`src/rtl/seq_shifter.sv`:
```
// -----------------------------------------------------------------------------
// seq_shifter
//
// Multi-cycle shift/rotate unit. A start pulse in IDLE latches the operand F,
// the mode H and the distance amount. The operand is then shifted one bit
// position per clock. Completion is flagged with a one-cycle done pulse, and
// the result is held in S until the next operation completes.
//
// Build option:
//   SEQ_SHIFTER_BARREL_EN - when defined, the full-distance result is computed
//                           combinationally on the start edge and DONE is
//                           entered directly (latency of 1 edge for every mode).
//                           When undefined, the unit iterates one bit per clock.
//
// Parameters:
//   N      operand width (N >= 2)
//   SW     amount width, derived as $clog2(N)
//
// Ports:
//   clk     in   rising-edge clock
//   reset   in   synchronous active-high reset
//   start   in   request, sampled only in IDLE
//   H       in   3-bit mode code
//   amount  in   shift distance, 0..N-1
//   F       in   operand
//   S       out  result register
//   busy    out  high while in SHIFT or DONE
//   done    out  one-cycle pulse when S is valid and new
//
// Mode codes (H):
//   000 pass            100 pass
//   001 logical left    101 rotate left
//   010 logical right   110 rotate right
//   011 clear           111 arithmetic right
// -----------------------------------------------------------------------------
module seq_shifter #(
   parameter  int N  = 8,
   localparam int SW = $clog2(N)
) (
   input  logic          clk,
   input  logic          reset,
   input  logic          start,
   input  logic [2:0]    H,
   input  logic [SW-1:0] amount,
   input  logic [N-1:0]  F,
   output logic [N-1:0]  S,
   output logic          busy,
   output logic          done
);

   localparam logic [1:0] ST_IDLE  = 2'b00;
   localparam logic [1:0] ST_SHIFT = 2'b01;
   localparam logic [1:0] ST_DONE  = 2'b10;

   localparam logic [SW-1:0] C_ZERO = {SW{1'b0}};
   localparam logic [SW-1:0] C_ONE  = SW'(1);

   logic [1:0]    state_q, state_d;
   logic [N-1:0]  w_q,     w_d;
   logic [2:0]    mode_q,  mode_d;
   logic [SW-1:0] c_q,     c_d;
   logic [N-1:0]  s_q,     s_d;
   logic          busy_q,  busy_d;
   logic          done_q,  done_d;

   // One-bit step of the selected shift/rotate; non-shift modes leave w alone.
   function automatic logic [N-1:0] shift_one(input logic [N-1:0] w,
                                              input logic [2:0]   mode);
      logic [N-1:0] r;
      case (mode)
         3'b001:  r = {w[N-2:0], 1'b0};
         3'b010:  r = {1'b0, w[N-1:1]};
         3'b101:  r = {w[N-2:0], w[N-1]};
         3'b110:  r = {w[0], w[N-1:1]};
         3'b111:  r = {w[N-1], w[N-1:1]};
         default: r = w;
      endcase
      return r;
   endfunction

   // True for the modes that actually move bits.
   function automatic logic is_shift_mode(input logic [2:0] mode);
      logic r;
      case (mode)
         3'b001, 3'b010, 3'b101, 3'b110, 3'b111: r = 1'b1;
         default:                                r = 1'b0;
      endcase
      return r;
   endfunction

   // Result for modes that need no iteration: clear gives zero, else pass.
   function automatic logic [N-1:0] direct_result(input logic [N-1:0] f,
                                                  input logic [2:0]   mode);
      logic [N-1:0] r;
      if (mode == 3'b011) begin
         r = {N{1'b0}};
      end else begin
         r = f;
      end
      return r;
   endfunction

`ifdef SEQ_SHIFTER_BARREL_EN
   // Full-distance result: the same one-bit step unrolled amt times, so the
   // barrel build is bit-exact with the iterative build.
   function automatic logic [N-1:0] barrel_result(input logic [N-1:0]  f,
                                                  input logic [2:0]    mode,
                                                  input logic [SW-1:0] amt);
      logic [N-1:0] r;
      if (is_shift_mode(mode)) begin
         r = f;
         for (int i = 0; i < N - 1; i++) begin
            if (i < int'(amt)) begin
               r = shift_one(r, mode);
            end else begin
               r = r;
            end
         end
      end else begin
         r = direct_result(f, mode);
      end
      return r;
   endfunction
`endif

   // Next-state logic for the IDLE/SHIFT/DONE sequencer and the datapath.
   always_comb begin
      state_d = state_q;
      w_d     = w_q;
      mode_d  = mode_q;
      c_d     = c_q;
      s_d     = s_q;
      case (state_q)
         ST_IDLE: begin
            if (start) begin
               w_d    = F;
               mode_d = H;
               c_d    = amount;
`ifdef SEQ_SHIFTER_BARREL_EN
               s_d     = barrel_result(F, H, amount);
               state_d = ST_DONE;
`else
               if (is_shift_mode(H) && (amount != C_ZERO)) begin
                  state_d = ST_SHIFT;
               end else begin
                  // Zero distance behaves like pass for shift modes.
                  s_d     = direct_result(F, H);
                  state_d = ST_DONE;
               end
`endif
            end else begin
               state_d = ST_IDLE;
            end
         end
         // Not reachable in the barrel build: IDLE always goes to DONE.
         ST_SHIFT: begin
            w_d = shift_one(w_q, mode_q);
            c_d = c_q - C_ONE;
            if (c_q == C_ONE) begin
               s_d     = w_d;
               state_d = ST_DONE;
            end else begin
               state_d = ST_SHIFT;
            end
         end
         ST_DONE: begin
            state_d = ST_IDLE;
         end
         default: begin
            state_d = ST_IDLE;
         end
      endcase
      // Flags are registered from the next state so they line up with it.
      busy_d = (state_d != ST_IDLE);
      done_d = (state_d == ST_DONE);
   end

   // State and datapath registers with synchronous reset.
   always_ff @(posedge clk) begin
      if (reset) begin
         state_q <= ST_IDLE;
         w_q     <= {N{1'b0}};
         mode_q  <= 3'b000;
         c_q     <= C_ZERO;
         s_q     <= {N{1'b0}};
         busy_q  <= 1'b0;
         done_q  <= 1'b0;
      end else begin
         state_q <= state_d;
         w_q     <= w_d;
         mode_q  <= mode_d;
         c_q     <= c_d;
         s_q     <= s_d;
         busy_q  <= busy_d;
         done_q  <= done_d;
      end
   end

   assign S    = s_q;
   assign busy = busy_q;
   assign done = done_q;

endmodule
```
`config.mk`:
```
export PLATFORM = sky130hd
export DESIGN_NAME = seq_shifter
export DESIGN_NICKNAME = d
export VERILOG_FILES = /design/src/rtl/seq_shifter.sv
export SDC_FILE = /design/constraint.sdc
export NUM_CORES = 1
export LEC_CHECK = 0
export ABC_AREA = 1
export ABC_CLOCK_PERIOD_IN_PS = 1800
export CAP_MARGIN = 20
export CORE_MARGIN = 5
export CORE_UTILIZATION = 40
export CTS_BUF_LIST = sky130_fd_sc_hd__clkbuf_16
export CTS_CLUSTER_DIAMETER = 200
export DETAILED_ROUTE_END_ITERATION = 12
export GPL_TIMING_DRIVEN = 0
export PLACE_DENSITY = 0.66
export SETUP_SLACK_MARGIN = 0.3
export SKIP_CTS_REPAIR_TIMING = 1
export SYNTH_ARGS = -nofsm -noshare
export SYNTH_HDL_FRONTEND = slang
export SYNTH_SLANG_ARGS = --single-unit
```
`constraint.sdc`:
```
create_clock -name clk -period 1.8 [get_ports clk]
set_input_delay 0.36 -clock clk [delete_from_list [all_inputs] [get_ports clk]]
set_output_delay 0.36 -clock clk [all_outputs]
set_load 0.01 [all_outputs]
```
==> impl_metrics.toml <==
[floorplan]
initial_core_util = 0.409
die_x_um = 71.0
boundaryPins = 27
coreArea_um2 = 3630
die_y_um = 71.0
rows = 22
die-area_um2 = 5040

[yosys]
async_reset_ff_frac = 0
synth_top_area_share = 0.350
synth_cells = 218
synth_area_leaders = "dfxtp_1, nand2_1, nand3_1, o21ai_0, a21oi_2"
yosysMostFrequentCell = "nand2_1"
synth_nets = 238
ys_types = 23
dominantRegCellSynth = "dfxtp_1"
synth_area_um2 = 1490
ys_seq_area_frac = 0.350
ys_ff_latch = 26
avgSynthCellArea_um2 = 6.82
synth_common_cells = "nand2_1, nand3_1, dfxtp_1, inv_1, nor2_1"
synth-edff-count = 0
synth_top_area_cell = "dfxtp_1"
yosys_warnings = 0

[cts]
htreeDepth = 1
clk_path_buf_depth = 2
clk_latency_ns = 0.26
tritoncts = "done"
cts_buffers = 3
cts_root_buf = "clkbuf_16"
numClockSinks = 26
path_clk_slew_ns = 0.06

[detailed_routing]
drc_errors = 0
avgRoutedWirePerCell_um = 12.0
antenna_left = 0
dr_total_vias = 1490
drtPass1Iterations = 4
routed_wirelength_um = 3570
first_iter_violations = 47
routed_via_density = 5.00

[critical_path]
cp_num_cells = 1
worst_path_max_delay_cell = "clkdlybuf4s50_1"
worstSetupEndpointType = "primary output"
cp-start-kind = "register"
reg2reg_depth = 10
crit_buf_inv = 1
critPathKind = "reg2out"
cp.arrival_ns = 1.11
critPathMaxStageDelay_ns = 0.53
path_max_fanout = 2
cp.required_ns = 1.44
path_cells = "clkdlybuf4s50_1"
cpLargestDelayFamily = "buffers and inverters"

[power_and_ir_drop]
p_clk_frac = 0.272
leakage_nw = 0.982
switching_share = 0.318
ir_drop_v = 0.000687
seqPwrFrac = 0.401
p_comb_frac = 0.327
powerDensity_nw_per_um2 = 894
intPower_mw = 1.21
net-switching-power_mw = 0.565

[sta]
relSlewSlack = 0.837
finalSetupViolations = 0
fin_crit_sh = 0.815
maxSlewViolCount = 0
fmax_mhz = 682
worst_pin_slew_ns = 0.244
rsz0062_at_grt = "no"
skew_ns = 0.00158
final.min_clock_period_ns = 1.47
hold_viol = 0
timing.final.ws_setup_ns = 0.333

[status]
status = "complete, no violations"

[worst_hold_path]
hold_depth = 3
hp-class = "in2reg"

[grt]
grt_pass1_vias = 1396
grt_max_degree = 14
antenna_found_initial = 0
grt.total_usage = 0.149
grt_pass1_wl_um = 6180
grt_overflow = 0

[placement]
io_buffers = 26
place_congestion = 0.846
postPlaceCellArea_um2 = 1810
preCtsSetupSlack_ns = -0.254
dp_hpwl_um = 2590

[final_layout]
antenna_cells = 0
syn_to_final_growth_pct = 33.6
final_nets = 272
drive_gt1_frac = 0.196
design_area_um2 = 1990

[flow_run]
cap_violations = 0
cell usage in the layout, fill, tap and decap left out, types with 2 or more instances in the layout:
cell type and count:
nand2_1 48, nand3_1 27, dfxtp_1 26, inv_1 18, clkdlybuf4s50_1 17, nor2_1 16
o21ai_0 15, a21oi_1 12, nor2_2 9, dlymetal6s2s_1 9, o21ai_1 8, a21oi_2 8
nand2_2 7, inv_2 4, buf_2 4, clkbuf_16 4, nor2_4 3, ha_1 3
clkbuf_2 2, buf_12 2
final timing paths:
| path | startpoint | to | slack, ns |
|---|---|---|---|
| max | S[7] | S[7] | 0.33 |
| min | H[0] | mode_q[0] | 0.44 |
| max reg2reg | c_q[1] | S[7] | 0.45 |
| min reg2reg | c_q[1] | c_q[1] | 0.48 |
sequential cells by signal, indices dropped and copies added, names as in the netlist:
| signal | cells |
|---|---|
| done | 1 |
| S | 8 |
| c_q | 3 |
| w_q | 8 |
| mode_q | 3 |
| busy | 1 |
| state_q | 2 |
metrics by stage:
stage / power (mW) / util / setup TNS [ns] / hold slack (ns) / std cells
finish: 1.78 / 0.547 / 0 / 0.439 / 298
global route: 1.90 / 0.547 / 0 / 0.446 / 298
CTS: 1.75 / 0.518 / 0 / 0.491 / 295
detailed placement: 1.26 / 0.498 / -2.07 / 0.481 / 292
global placement: 1.26 / 0.498 / -2.15 / 0.486 / 292
floorplan: 1.08 / - / 0 / 0.432 / 218
power by group through the flow:
| stage | logic, mW | registers (mW) | clock network (mW) |
|---|---|---|---|
| finish | 0.580 | 0.713 | 0.484 |
| global route | 0.654 | 0.726 | 0.524 |
| CTS | 0.540 | 0.712 | 0.498 |
| detailed placement | 0.539 | 0.724 | 0 |
| global placement | 0.533 | 0.724 | 0 |
| floorplan | 0.351 | 0.728 | 0 |
metal layers:
metal,share of wire,track usage,wire length [um]
met1,0.44,0.181,1560
met2,0.49,0.266,1760
met3,0.063,0.0426,226
met4,0.0076,0.0251,27
met5,0,0,0
cells by family (layout without fill, tap and decap cells):
group,after synthesis,count (layout),share of synthesized area
AO/OA/AOI/OAI,45,45,0.174
buffers and inverters,31,63,0.0959
adder cells (fa/ha/maj),3,3,0.0252
AND/OR/NAND/NOR,113,113,0.355
flip-flops,26,26,0.350
layout make-up:
class,count,area [um2]
plain buffers,8,61.3
clock buffers,3,75.1
fillers,387,1650
inverters,23,88.8
multi-input cells,161,847
flip-flops and latches,26,520
well taps,48,60.1
repair buffers,29,335
Note: power is estimated with default switching activity, not from simulation.
